<file path="src/rtl/line_pkg.sv">
`default_nettype none
// +------------------------------------------------------------------+
// | line_pkg : shared types and screen constants for line_arbiter     |
// | Revision : 1.0                                                    |
// +------------------------------------------------------------------+
package line_pkg;

  localparam int SCREEN_W = 640;
  localparam int SCREEN_H = 480;
  localparam int X_W      = 10;
  localparam int Y_W      = 9;

  localparam logic PORT_CLEAR = 1'b0;
  localparam logic PORT_ANIM  = 1'b1;

  localparam logic [X_W-1:0] X_MAX = X_W'(SCREEN_W - 1);
  localparam logic [Y_W-1:0] Y_MAX = Y_W'(SCREEN_H - 1);

  typedef enum logic [1:0] {
    S_IDLE  = 2'd0,
    S_ISSUE = 2'd1,
    S_WAIT  = 2'd2
  } arb_state_t;

endpackage
`default_nettype wire

</file>
<file path="src/rtl/coord_clamp.sv">
`default_nettype none
// +------------------------------------------------------------------+
// | coord_clamp : limits one x/y point to the visible screen area     |
// | Revision    : 1.0                                                 |
// +------------------------------------------------------------------+
module coord_clamp
  import line_pkg::*;
(
  input  logic [X_W-1:0] x_in,
  input  logic [Y_W-1:0] y_in,
  output logic [X_W-1:0] x_out,
  output logic [Y_W-1:0] y_out
);

  assign x_out = (x_in > X_MAX) ? X_MAX : x_in;
  assign y_out = (y_in > Y_MAX) ? Y_MAX : y_in;

endmodule
`default_nettype wire

</file>
<file path="src/rtl/line_arbiter.sv">
`default_nettype none
// +------------------------------------------------------------------+
// | line_arbiter : two-port priority arbiter feeding one line_drawer  |
// | Revision     : 1.0                                                |
// +------------------------------------------------------------------+
module line_arbiter
  import line_pkg::*;
#(
  parameter int TIMEOUT = 2000,
  parameter int CNT_W   = 16
) (
  input  logic             clk,
  input  logic             reset,
  input  logic             req0_valid,
  output logic             req0_ready,
  input  logic             req0_lock,
  input  logic [X_W-1:0]   req0_x0,
  input  logic [X_W-1:0]   req0_x1,
  input  logic [Y_W-1:0]   req0_y0,
  input  logic [Y_W-1:0]   req0_y1,
  input  logic             req0_color,
  input  logic             req1_valid,
  output logic             req1_ready,
  input  logic [X_W-1:0]   req1_x0,
  input  logic [X_W-1:0]   req1_x1,
  input  logic [Y_W-1:0]   req1_y0,
  input  logic [Y_W-1:0]   req1_y1,
  input  logic             req1_color,
  input  logic             ld_done,
  output logic [X_W-1:0]   ld_x0,
  output logic [X_W-1:0]   ld_x1,
  output logic [Y_W-1:0]   ld_y0,
  output logic [Y_W-1:0]   ld_y1,
  output logic             ld_color,
  output logic             ld_set,
  output logic             owner,
  output logic             busy,
  output logic             timeout_err,
  output logic [CNT_W-1:0] done_cnt0,
  output logic [CNT_W-1:0] done_cnt1
);

  localparam int WAIT_W = $clog2(TIMEOUT + 1);
  localparam logic [WAIT_W-1:0] WAIT_LIMIT = WAIT_W'(TIMEOUT);

  arb_state_t        state_q, state_d;
  logic [X_W-1:0]    ld_x0_q, ld_x0_d, ld_x1_q, ld_x1_d;
  logic [Y_W-1:0]    ld_y0_q, ld_y0_d, ld_y1_q, ld_y1_d;
  logic              ld_color_q, ld_color_d;
  logic              owner_q, owner_d;
  logic              timeout_err_q, timeout_err_d;
  logic [WAIT_W-1:0] wait_cnt_q, wait_cnt_d;
  logic [CNT_W-1:0]  done_cnt0_q, done_cnt0_d, done_cnt1_q, done_cnt1_d;

  logic [X_W-1:0] p0_x0_c, p0_x1_c, p1_x0_c, p1_x1_c;
  logic [Y_W-1:0] p0_y0_c, p0_y1_c, p1_y0_c, p1_y1_c;
  logic           grant0, grant1;

  coord_clamp u_clamp_p0_a (.x_in(req0_x0), .y_in(req0_y0), .x_out(p0_x0_c), .y_out(p0_y0_c));
  coord_clamp u_clamp_p0_b (.x_in(req0_x1), .y_in(req0_y1), .x_out(p0_x1_c), .y_out(p0_y1_c));
  coord_clamp u_clamp_p1_a (.x_in(req1_x0), .y_in(req1_y0), .x_out(p1_x0_c), .y_out(p1_y0_c));
  coord_clamp u_clamp_p1_b (.x_in(req1_x1), .y_in(req1_y1), .x_out(p1_x1_c), .y_out(p1_y1_c));

  // The lock keeps port 1 out even while port 0 has nothing pending.
  assign grant0 = (state_q == S_IDLE) && !reset && req0_valid;
  assign grant1 = (state_q == S_IDLE) && !reset && req1_valid && !req0_valid && !req0_lock;

  always_comb begin
    state_d       = state_q;
    ld_x0_d       = ld_x0_q;
    ld_x1_d       = ld_x1_q;
    ld_y0_d       = ld_y0_q;
    ld_y1_d       = ld_y1_q;
    ld_color_d    = ld_color_q;
    owner_d       = owner_q;
    timeout_err_d = timeout_err_q;
    wait_cnt_d    = wait_cnt_q;
    done_cnt0_d   = done_cnt0_q;
    done_cnt1_d   = done_cnt1_q;
    req0_ready    = 1'b0;
    req1_ready    = 1'b0;

    case (state_q)
      S_IDLE: begin
        if (grant0) begin
          req0_ready = 1'b1;
          ld_x0_d    = p0_x0_c;
          ld_x1_d    = p0_x1_c;
          ld_y0_d    = p0_y0_c;
          ld_y1_d    = p0_y1_c;
          ld_color_d = req0_color;
          owner_d    = PORT_CLEAR;
          state_d    = S_ISSUE;
        end else if (grant1) begin
          req1_ready = 1'b1;
          ld_x0_d    = p1_x0_c;
          ld_x1_d    = p1_x1_c;
          ld_y0_d    = p1_y0_c;
          ld_y1_d    = p1_y1_c;
          ld_color_d = req1_color;
          owner_d    = PORT_ANIM;
          state_d    = S_ISSUE;
        end
      end
      S_ISSUE: begin
        wait_cnt_d = WAIT_W'(1);
        state_d    = S_WAIT;
      end
      S_WAIT: begin
        // A done arriving on the final timeout cycle still counts as success.
        if (ld_done) begin
          if (owner_q == PORT_CLEAR) begin
            done_cnt0_d = (done_cnt0_q == '1) ? done_cnt0_q : done_cnt0_q + 1'b1;
          end else begin
            done_cnt1_d = (done_cnt1_q == '1) ? done_cnt1_q : done_cnt1_q + 1'b1;
          end
          state_d = S_IDLE;
        end else if (wait_cnt_q == WAIT_LIMIT) begin
          timeout_err_d = 1'b1;
          state_d       = S_IDLE;
        end else begin
          wait_cnt_d = wait_cnt_q + 1'b1;
        end
      end
      default: state_d = S_IDLE;
    endcase
  end

  always_ff @(posedge clk) begin
    if (reset) begin
      state_q       <= S_IDLE;
      ld_x0_q       <= '0;
      ld_x1_q       <= '0;
      ld_y0_q       <= '0;
      ld_y1_q       <= '0;
      ld_color_q    <= 1'b0;
      owner_q       <= 1'b0;
      timeout_err_q <= 1'b0;
      wait_cnt_q    <= '0;
      done_cnt0_q   <= '0;
      done_cnt1_q   <= '0;
    end else begin
      state_q       <= state_d;
      ld_x0_q       <= ld_x0_d;
      ld_x1_q       <= ld_x1_d;
      ld_y0_q       <= ld_y0_d;
      ld_y1_q       <= ld_y1_d;
      ld_color_q    <= ld_color_d;
      owner_q       <= owner_d;
      timeout_err_q <= timeout_err_d;
      wait_cnt_q    <= wait_cnt_d;
      done_cnt0_q   <= done_cnt0_d;
      done_cnt1_q   <= done_cnt1_d;
    end
  end

  assign ld_x0       = ld_x0_q;
  assign ld_x1       = ld_x1_q;
  assign ld_y0       = ld_y0_q;
  assign ld_y1       = ld_y1_q;
  assign ld_color    = ld_color_q;
  assign ld_set      = (state_q == S_ISSUE);
  assign owner       = owner_q;
  assign busy        = (state_q != S_IDLE);
  assign timeout_err = timeout_err_q;
  assign done_cnt0   = done_cnt0_q;
  assign done_cnt1   = done_cnt1_q;

endmodule
`default_nettype wire

</file>
<file path="config.mk">
export PLATFORM = sky130hd
export DESIGN_NAME = line_arbiter
export DESIGN_NICKNAME = d
export VERILOG_FILES = /design/src/rtl/line_pkg.sv /design/src/rtl/coord_clamp.sv /design/src/rtl/line_arbiter.sv
export SDC_FILE = /design/constraint.sdc
export NUM_CORES = 1
export LEC_CHECK = 0
export BUFFER_PORTS_ARGS = -buffer_cell sky130_fd_sc_hd__buf_2
export CAP_MARGIN = 20
export CORE_MARGIN = 2
export CORE_UTILIZATION = 55
export CTS_CLUSTER_DIAMETER = 40
export DETAILED_ROUTE_END_ITERATION = 16
export PLACE_DENSITY = 0.95
export SYNTH_ARGS = -nofsm -noshare
export SYNTH_HDL_FRONTEND = slang
export SYNTH_HIERARCHICAL = 1
export SYNTH_SLANG_ARGS = --single-unit
</file>
<file path="constraint.sdc">
create_clock -name clk -period 4.05 [get_ports clk]
set_clock_uncertainty 0.15 [all_clocks]
set_input_delay 0.81 -clock clk [delete_from_list [all_inputs] [get_ports clk]]
set_output_delay 0.81 -clock clk [all_outputs]
set_load 0.01 [all_outputs]
</file>
==> metrics <==
outcome complete, no violations; Hold Buf Count CTS 0; placed wire-length estimate a little over 9000 µm; type of the most critical hold path reg2reg; unrepaired setup endpoints after global routing false; CP peak stage delay roughly 0.31 ns; initial core utilization between 50% and 60%; most common cell in the netlist nand2_1; final hold vios 0; CP endpoint kind primary output; # clock sinks 86; Synth Warn # 6; synthesized net count 689; first-pass GRT wire length between 20000 and 25000 µm; critical path type in2out; xor-xnor portion of the synthesized cell area 0%; Worst Path Max Fanout 2; post-synthesis cell area ~4700 µm²; Post-Synthesis Cells 601; DRC violations left 0; r2r worst-path depth 5; layout cells sized above 1 28.5%; Post-synth top cells 99 x nand2_1, 86 x dfxtp_1, 61 x nor2_1; post-route cell area ~5700 µm²; hold endpoint ld_x1[8]; CP Launch Type input port; Antenna Nets Post-Route 0; Num CTS Buffers 9; Post-Synth Adder-Cell Area roughly 1.1%; Yosys cell types 49; Std-Cell Rows 33; Total GRT Usage approximately 28%; routed wire length around 13000 µm; MaxCap Viol Count 0; Async SR Flop Fraction 0%; largest area contributor in the netlist dfxtp_1; core area between 8000 and 9000 µm²; vias in the first global route about 4500; sequential fraction of the synthesis area 36.6%; mux cell area share after synthesis under 10%; worst-margin pin slew approximately 0.90 ns; H-tree levels 3; initial antenna violation count 0; total negative slack 0 ns; Period minus WS final 2.60 ns; Area contributors post-synth dfxtp_1 37%, nand2_1 7.9%, a311oi_1 7.3%; worst-skew pair later-pin latency 0.35 ns; Port Buffers 160; routed length per instance ~15 µm; Lkg Pwr approximately 2.5 nW; worst hold stages 2; DIE WIDTH 96.5 µm; io pins around 160; DRT Pass-1 Iters 4; Overflow after GRT 0; final period utilization approximately 64%; Resized cells post-CTS 0; clock tree from TritonCTS done; Peak Freq between 0.3 and 0.4 GHz; Via density 5.85; Compound-Gate Fraction of Synth Area ~17%; clock buffer depth 2; Yosys reg bits 86; CP Data Arrival Time around 1.6 ns; Final setup viols 0; ant diodes 0; largest net degree at the start of global routing 93; Syn-to-layout area delta 20.4%; DRT iter0 DRCs approximately 240; Synth top area share 36.6%; total power ~1.8 mW; clk slew on worst S/H paths 0.08 ns; maximum vdd drop between 150 and 200 µV; gpl congestion a little over 0.9; slew margin rel. around 40%; Post-Synth Simple-Gate Area a little over a third; Slew Limit Fails 0; Placed Area 5490 µm²; Worst EP required roughly 3.1 ns; Setup Buffers After CTS 0; origin of the worst min-delay path ld_x1[8]; R2R Setup Slk about 1.7 ns; Slowest cell on crit path nor3_1; Die ar. between 9000 and 10000 µm²; die height 96.5 µm; clk root buf clkbuf_8; largest family of logic cells by synthesized area simple AND/OR/NAND/NOR gates; Synth Flop Type dfxtp_1; EDFF count, synth 0; worst path bufs/invs 3; Cell Chain, Critical Path buf_2 > nor3_1 > nand3_1 > inv_1 > buf_2; final net count around 820; Critical Path Most Common Cell buf_2; Crit Reg-Reg Endpoint done_cnt1[0]; Power Dens Cells 309 nW/µm²; vias roughly 4900; reg2reg start done_cnt1[0]; Synth Area per Inst 7.83 µm²; delay-heaviest family, CP simple AND/OR/NAND/NOR gates
## registers in the layout (all words and copies together) (netlist names)
register     count
done_cnt0       16
done_cnt1       16
ld_color         1
ld_x0           10
ld_x1           10
ld_y0            9
ld_y1            9
owner            1
state_q          2
timeout_err      1
wait_cnt_q      11
## per-stage QoR
| step | hold WS, ns | util [%] | worst slack [ns] | instances |
|---|---|---|---|---|
| after detailed placement | 0.316 | 66.5 | 1.31 | 821 |
| final | 0.336 | 68.6 | 1.45 | 834 |
| after global placement | 0.311 | 66.5 | 1.38 | 821 |
| after global routing | 0.366 | 68.6 | 1.37 | 834 |
| after CTS | 0.338 | 68.6 | 1.43 | 834 |
| after floorplan | 0.294 | - | 1.60 | 601 |
## how the worst max path moves through the flow
stage | startpoint | to | slack, ns | cells after the start
after floorplan | reset | req0_ready | 1.60 | 4
after global placement | reset | done_cnt0[11] | 1.38 | 5
after detailed placement | reset | done_cnt0[11] | 1.31 | 5
after CTS | reset | req1_ready | 1.43 | 5
after global routing | reset | req1_ready | 1.37 | 5
final | reset | req1_ready | 1.45 | 5
## metal layers
layer / vias to the layer above / global-route usage, % / wire, µm
li1: 2374 / - / -
met1: 2251 / 33.8 / 5030
met3: 35 / 6.28 / 1080
met5: - / 0 / 0
met4: 0 / 10.8 / 323
met2: 223 / 47.2 / 6350
## area by class of cell
type | instances | area, µm²
Multi-Input combinational cell | 450 | 2740
Timing Repair Buffer | 166 | 846
Fill cell | 684 | 2590
Tap cell | 105 | 131
Inverter | 14 | 52.6
Clock inverter | 2 | 35.0
Sequential cell | 86 | 1720
Clock buffer | 11 | 141
## worst min-delay path, delay by kind of cell, from the launching register on
| kind | cells | cell delay [ns] |
|---|---|---|
| flops | 1 | 0.32 |
| compound gates | 1 | 0.07 |
| simple gates | 1 | 0.05 |
## logic make-up (layout without fill, tap and decap cells)
kind of cell	after synthesis	in the layout
and+or+nand+nor	319	319
AOI/OAI and AO/OA	104	104
DFF	86	86
buffers and inverters	65	193
muxes	23	23
adders and majority gates	4	4
## placed cells by master, fill, tap and decap left out, types with 12 or more instances in the layout
cell type	instances
nand3_1	18
mux2_2	12
buf_2	160
inv_1	13
nand2_1	98
a311oi_1	39
nor2b_1	19
nand4_1	13
a21oi_1	28
dfxtp_1	86
nor2_1	61
nand2b_1	49
## power breakdown
group	switching (mW)	internal (mW)	total, mW
clock	0.289	0.292	0.581
combinational	0.150	0.114	0.264
sequential	0.0230	0.883	0.906
total	0.462	1.29	1.75
Power figures use the tool's default switching activity.
